`src/rtl/ram_arbiter.sv`:
```
// ram_arbiter
//   Shares the single data RAM between the CPU data port (requester 0) and a
//   second bus master (requester 1). Each transfer is a level request that is
//   granted in IDLE, held in ACCESS for WAIT+1 cycles, and acknowledged with a
//   one-cycle pulse in DONE. Ties are broken round-robin against the last winner.
//
// Ports
//   clk               system clock, rising edge
//   res               asynchronous active-low reset
//   enable            1 = new grants allowed (in-flight access always completes)
//   req0/req1         level request, held until the matching ack
//   wr0/wr1           1 = write, 0 = read (sampled at grant)
//   addr0/addr1       12-bit word address (sampled at grant)
//   wdata0/wdata1     16-bit write data (sampled at grant)
//   rdata0/rdata1     read data per requester, held until its next completed read
//   ack0/ack1         one-cycle completion pulse
//   grant             one-hot owner in ACCESS/DONE, 00 in IDLE
//   busy              1 in ACCESS or DONE
//   dataAddr/dataOut  RAM address / write data (0 outside ACCESS)
//   dataIn            RAM read data
//   selData/ldData    RAM select / load (1 = read)
//   clrData           RAM clear, combinational ~res
//
// WAIT is the number of extra RAM cycles per access, legal range 0..7.

module ram_arbiter #(
  parameter int unsigned WAIT = 1
) (
  input  logic        clk,
  input  logic        res,
  input  logic        enable,
  input  logic        req0,
  input  logic        req1,
  input  logic        wr0,
  input  logic        wr1,
  input  logic [11:0] addr0,
  input  logic [11:0] addr1,
  input  logic [15:0] wdata0,
  input  logic [15:0] wdata1,
  output logic [15:0] rdata0,
  output logic [15:0] rdata1,
  output logic        ack0,
  output logic        ack1,
  output logic [1:0]  grant,
  output logic        busy,
  output logic [11:0] dataAddr,
  output logic [15:0] dataOut,
  input  logic [15:0] dataIn,
  output logic        selData,
  output logic        ldData,
  output logic        clrData
);

  typedef enum logic [1:0] {
    S_IDLE   = 2'd0,
    S_ACCESS = 2'd1,
    S_DONE   = 2'd2
  } state_t;

  localparam logic [2:0] CNT_LOAD = 3'(WAIT);

  state_t      r_state;
  state_t      w_state_nxt;
  logic [2:0]  r_cnt;
  logic        r_last;
  logic        r_owner;
  logic        r_wr;
  logic [11:0] r_addr;
  logic [15:0] r_wdata;

  logic        w_take;
  logic        w_winner;
  logic        w_owner_nxt;
  logic        w_wr_nxt;
  logic [11:0] w_addr_nxt;
  logic [15:0] w_wdata_nxt;
  logic        w_capture;

  logic [15:0] r_rdata0;
  logic [15:0] r_rdata1;
  logic        r_ack0;
  logic        r_ack1;
  logic [1:0]  r_grant;
  logic        r_busy;
  logic [11:0] r_daddr;
  logic [15:0] r_dout;
  logic        r_sel;
  logic        r_ld;

  logic        w_access_nxt;
  logic        w_busy_nxt;
  logic        w_sel_nxt;
  logic        w_ld_nxt;
  logic [11:0] w_daddr_nxt;
  logic [15:0] w_dout_nxt;
  logic        w_ack0_nxt;
  logic        w_ack1_nxt;
  logic [1:0]  w_grant_nxt;

  // State register: FSM state, wait counter, round-robin history, owner.
  always_ff @(posedge clk or negedge res) begin
    if (!res) begin
      r_state <= S_IDLE;
      r_cnt   <= 3'd0;
      r_last  <= 1'b1;
      r_owner <= 1'b0;
    end else begin
      r_state <= w_state_nxt;
      r_owner <= w_owner_nxt;
      if (w_take) begin
        r_cnt  <= CNT_LOAD;
        r_last <= w_winner;
      end else if (r_state == S_ACCESS && r_cnt != 3'd0) begin
        r_cnt <= r_cnt - 3'd1;
      end
    end
  end

  // Transfer parameters latched at grant; only meaningful while busy.
  always_ff @(posedge clk) begin
    r_wr    <= w_wr_nxt;
    r_addr  <= w_addr_nxt;
    r_wdata <= w_wdata_nxt;
  end

  // Next-state logic. With both requesters high the one not served last wins.
  always_comb begin
    w_state_nxt = r_state;
    w_take      = 1'b0;
    w_winner    = 1'b0;
    case (r_state)
      S_IDLE: begin
        if (enable && (req0 || req1)) begin
          w_take      = 1'b1;
          w_state_nxt = S_ACCESS;
          w_winner    = (req0 && req1) ? ~r_last : req1;
        end
      end
      S_ACCESS: begin
        if (r_cnt == 3'd0) begin
          w_state_nxt = S_DONE;
        end
      end
      S_DONE: begin
        w_state_nxt = S_IDLE;
      end
      default: begin
        w_state_nxt = S_IDLE;
      end
    endcase
  end

  // Output logic: every output except clrData is registered, so the values
  // are computed from the state being entered and the parameters it will hold.
  always_comb begin
    w_owner_nxt  = w_take ? w_winner : r_owner;
    w_wr_nxt     = w_take ? (w_winner ? wr1 : wr0) : r_wr;
    w_addr_nxt   = w_take ? (w_winner ? addr1 : addr0) : r_addr;
    w_wdata_nxt  = w_take ? (w_winner ? wdata1 : wdata0) : r_wdata;

    w_access_nxt = (w_state_nxt == S_ACCESS);
    w_busy_nxt   = (w_state_nxt != S_IDLE);
    w_sel_nxt    = w_access_nxt;
    w_ld_nxt     = w_access_nxt && !w_wr_nxt;
    w_daddr_nxt  = w_access_nxt ? w_addr_nxt : 12'h000;
    w_dout_nxt   = (w_access_nxt && w_wr_nxt) ? w_wdata_nxt : 16'h0000;
    w_ack0_nxt   = (w_state_nxt == S_DONE) && !r_owner;
    w_ack1_nxt   = (w_state_nxt == S_DONE) &&  r_owner;
    w_grant_nxt  = w_busy_nxt ? (w_owner_nxt ? 2'b10 : 2'b01) : 2'b00;

    // Read data is taken on the edge that ends the last ACCESS cycle.
    w_capture    = (r_state == S_ACCESS) && (r_cnt == 3'd0) && !r_wr;
  end

  always_ff @(posedge clk or negedge res) begin
    if (!res) begin
      r_rdata0 <= 16'h0000;
      r_rdata1 <= 16'h0000;
      r_ack0   <= 1'b0;
      r_ack1   <= 1'b0;
      r_grant  <= 2'b00;
      r_busy   <= 1'b0;
      r_daddr  <= 12'h000;
      r_dout   <= 16'h0000;
      r_sel    <= 1'b0;
      r_ld     <= 1'b0;
    end else begin
      r_ack0  <= w_ack0_nxt;
      r_ack1  <= w_ack1_nxt;
      r_grant <= w_grant_nxt;
      r_busy  <= w_busy_nxt;
      r_daddr <= w_daddr_nxt;
      r_dout  <= w_dout_nxt;
      r_sel   <= w_sel_nxt;
      r_ld    <= w_ld_nxt;
      if (w_capture) begin
        if (r_owner) begin
          r_rdata1 <= dataIn;
        end else begin
          r_rdata0 <= dataIn;
        end
      end
    end
  end

  assign rdata0   = r_rdata0;
  assign rdata1   = r_rdata1;
  assign ack0     = r_ack0;
  assign ack1     = r_ack1;
  assign grant    = r_grant;
  assign busy     = r_busy;
  assign dataAddr = r_daddr;
  assign dataOut  = r_dout;
  assign selData  = r_sel;
  assign ldData   = r_ld;
  assign clrData  = ~res;

endmodule

```
`config.mk`:
```
export PLATFORM = sky130hd
export DESIGN_NAME = ram_arbiter
export DESIGN_NICKNAME = d
export VERILOG_FILES = /design/src/rtl/ram_arbiter.sv
export SDC_FILE = /design/constraint.sdc
export NUM_CORES = 1
export LEC_CHECK = 0
export BUFFER_PORTS_ARGS = -buffer_cell sky130_fd_sc_hd__buf_2
export CAP_MARGIN = 40
export CELL_PAD_IN_SITES_DETAIL_PLACEMENT = 0
export CELL_PAD_IN_SITES_GLOBAL_PLACEMENT = 1
export CORE_MARGIN = 2
export CORE_UTILIZATION = 42
export DETAILED_ROUTE_END_ITERATION = 10
export PLACE_DENSITY = 0.81
export SLEW_MARGIN = 10
export SYNTH_ARGS = -nofsm -noshare
export SYNTH_HDL_FRONTEND = slang
export SYNTH_SLANG_ARGS = --single-unit
```
`constraint.sdc`:
```
create_clock -name clk -period 4.34 [get_ports clk]
set_clock_uncertainty 0.15 [all_clocks]
set_input_delay 0.434 -clock clk [delete_from_list [all_inputs] [get_ports clk]]
set_output_delay 0.434 -clock clk [all_outputs]
set_load 0.03 [all_outputs]
```
==> metrics.md <==
| Metric | Value |
|---|---|
| Slowest stage delay, CP | `0.44 ns` |
| RSZ-0062 raised after global routing | `false` |
| Vias | `between 3k and 4k` |
| Final GP Congestion | `a little over 0.7` |
| ANT nets after route | `0` |
| CP required | `4.43 ns` |
| ANT cells | `0` |
| CP max FO | `12` |
| WP buf/inv | `2` |
| Crit path max-delay family | `simple AND/OR/NAND/NOR gates` |
| Grt total ovfl | `0` |
| Rel. slew slack | `0.515` |
| Post-route DRC | `0` |
| Final setup viols | `0` |
| Post-CTS Resized | `0` |
| Final worst-path cycle share | `0.500` |
| Critical Path Source Type | `register` |
| H-tree depth | `3` |
| Starting Density | `0.430` |
| Die Span X | `approximately 110 um` |
| Vias in the first global route | `about 3.2k` |
| Netlist cell types | `36` |
| Critical path class | `reg2reg` |
| Mapped Area | `0.00440 mm^2` |
| First-pass GRT wire length | `between 15 and 20 mm` |
| Min-Delay Path Class | `in2reg` |
| Clock slew at reported path FFs | `around 0.09 ns` |
| Slowest cell on the critical path | `nor4_4` |
| Root Driver | `clkbuf_8` |
| WL final | `9.48 mm` |
| # IOs | `147` |
| Fill count | `907` |
| CP startpoint | `r_cnt[0]$_DFFE_PN0P_` |
| Row count | `37` |
| CTS tree | `yes` |
| Post-route cell area | `0.00547 mm^2` |
| Core area | `around 0.010 mm^2` |
| Sequential area share after synthesis | `0.553` |
| Hpwl dp | `between 6 and 7 mm` |
| Layout cell share with drive strength beyond 1 | `0.477` |
| Cell Area, Placed | `approximately 0.0053 mm^2` |
| Worst Tran Pin Value | `between 0.7 and 0.8 ns` |
| Status | `completed` |
| Hold Path Origin | `dataIn[12]` |
| Router iterations before antenna repair | `4` |
| DIE AREA | `between 0.01 and 0.015 mm^2` |
| Leakage | `~2.8 nW` |
| Synthesized Nets | `~440` |
| Max_cap viols | `0` |
| Initial drt markers | `77` |
| CTS Buf Count | `9` |
| Total GRT Usage | `0.170` |
| Yosys warnings | `0` |
| Max VDD drop | `between 0.0002 and 0.0003 V` |
| Pwr/cell area | `743 mW/mm^2` |
| Tmin final | `approximately 2.2 ns` |
| Synth Area per Inst | `about 12 um^2` |
| Final Hold Viols | `0` |
| Vias per cell | `roughly 5` |
| Power consumption | `between 4 and 5 mW` |
| Worst-skew pair later-pin latency | `between 0.3 and 0.4 ns` |
| Worst r2r src | `r_cnt[0]$_DFFE_PN0P_` |
| Worst EP arrival | `2.26 ns` |
| Largest net degree at the start of global routing | `54` |
| Max Slew Vio Count | `0` |
| Max Root-Sink Buffers | `2` |
| Initial antenna violation count | `0` |
| PortBufs | `roughly 150` |
| Setup TNS | `0 ns` |
| Area grow syn2layout | `24.3%` |
| Synthesized netlist cell count | `~360` |
| Final net count | `579` |
| Crit path capture type | `register` |
| Yosys reg bits | `103` |
| F_max | `approximately 460 MHz` |
| CP Cell Sequence | `inv_1 > ha_1 > nand2b_1 > nor4_4 > buf_8 > mux2_2` |
| Fin util | `0.534` |
| Die height | `106 um` |
| Sink Count | `approximately 100` |
| Routed WL per cell | `~15 um` |
final cells by class:
type / instances / area, um^2 / area share
Clock buffer: 10 / 138 / 0.0252
Timing Repair Buffer: 153 / 836 / 0.153
Multi-Input combinational cell: 213 / 1760 / 0.321
Clock inverter: 6 / 66.3 / 0.0121
Inverter: 18 / 67.6 / 0.0124
Tap cell: 136 / 170 / 0.0311
Sequential cell: 103 / 2430 / 0.445
Yosys cell counts:
library cell	number	area, um^2
mux2_2	63	709
and2_1	1	6.26
nand2b_1	1	6.26
buf_6	5	56.3
buf_4	5	37.5
a21o_1	2	15.0
inv_1	18	67.6
dfxtp_1	29	581
nor3_1	3	15.0
a21oi_1	27	135
ha_1	2	25.0
buf_2	6	30.0
nor4_4	1	21.3
a22o_1	16	140
a311oi_1	1	8.76
a21boi_0	1	7.51
dfrtp_1	73	1830
dfstp_2	1	26.3
and3_1	2	12.5
o22ai_1	13	81.3
o21ai_0	1	5.00
nand3_1	2	10.0
or4_1	1	7.51
nand3b_4	1	20.0
mux2_1	3	33.8
nand2_1	36	135
or2_2	1	6.26
nand2b_4	1	13.8
clkbuf_1	8	30.0
o21a_1	1	7.51
nor2b_1	1	6.26
o21ba_2	1	10.0
o21bai_1	1	7.51
and4bb_2	1	12.5
mux2i_1	28	280
nor2_1	1	3.75
timing repair:
item                      in CTS  in global routing
buffers inserted               0                  0
hold endpoints to repair      21                  0
hold buffers                   1                  0
cell families after synthesis:
kind of cell    Yosys count  share of synthesized area
flops                   103                      0.553
mux                      94                      0.233
compound gates           64                     0.0950
simple gates             53                     0.0629
buf+inv                  42                     0.0504
fa+ha+maj                 2                    0.00569
cells in the final DEF, fill, tap and decap left out, types with 2 or more instances in the layout:
cell type | Yosys | routed
nand2_1 | 36 | 36
a21oi_1 | 27 | 27
clkbuf_8 | 0 | 10
nand3_1 | 2 | 2
a21o_1 | 2 | 2
ha_1 | 2 | 2
nor3_1 | 3 | 3
clkinv_2 | 0 | 2
and3_1 | 2 | 2
buf_2 | 6 | 145
dfxtp_1 | 29 | 29
inv_1 | 18 | 18
inv_6 | 0 | 3
o22ai_1 | 13 | 13
dfrtp_1 | 73 | 73
mux2i_1 | 28 | 28
buf_4 | 5 | 4
buf_16 | 0 | 2
a22o_1 | 16 | 16
mux2_2 | 63 | 63
mux2_1 | 3 | 3
power breakdown:
group | switching (mW) | internal [mW]
registers | 0.208 | 1.41
logic | 1.14 | 0.691
clock network | 0.326 | 0.287
stage by stage:
step | setup slack [ns] | instances | hold WS, ns
after global placement | 1.67 | 619 | 0.303
after floorplan | 2.41 | 358 | -0.0116
after CTS | 2.12 | 639 | 0.148
final | 2.17 | 639 | 0.163
after detailed placement | 1.78 | 622 | 0.308
after global routing | 1.96 | 639 | 0.153
registers in the layout, indices dropped and copies added (netlist names), 2 cells and up:
register,cells
dataOut,16
r_wdata,16
rdata0,16
rdata1,16
dataAddr,12
r_addr,12
r_cnt,3
grant,2
r_state,2
worst paths after layout:
path / slack [ns] / to / cells past startpoint
max in group asynchronous: 2.96 / r_last$_DFFE_PN1N_ / 4
min in group asynchronous: 0.47 / selData$_DFF_PN0_ / 3
worst min-delay path: 0.16 / rdata0[12]$_DFFE_PN0P_ / 2
worst min register to register: 0.33 / dataAddr[1]$_DFF_PN0_ / 2
worst max-delay path: 2.17 / rdata0[6]$_DFFE_PN0P_ / 6
worst max register to register: 2.17 / rdata0[6]$_DFFE_PN0P_ / 6
metal layers:
layer | part of all wire | GRT usage | vias up
met4 | 0.0047 | 0.0348 | 0
met1 | 0.46 | 0.223 | 1544
met3 | 0.073 | 0.0540 | 6
li1 | - | - | 1534
met5 | 0 | 0 | -
met2 | 0.47 | 0.276 | 109
(Power assumes the default switching activity.)
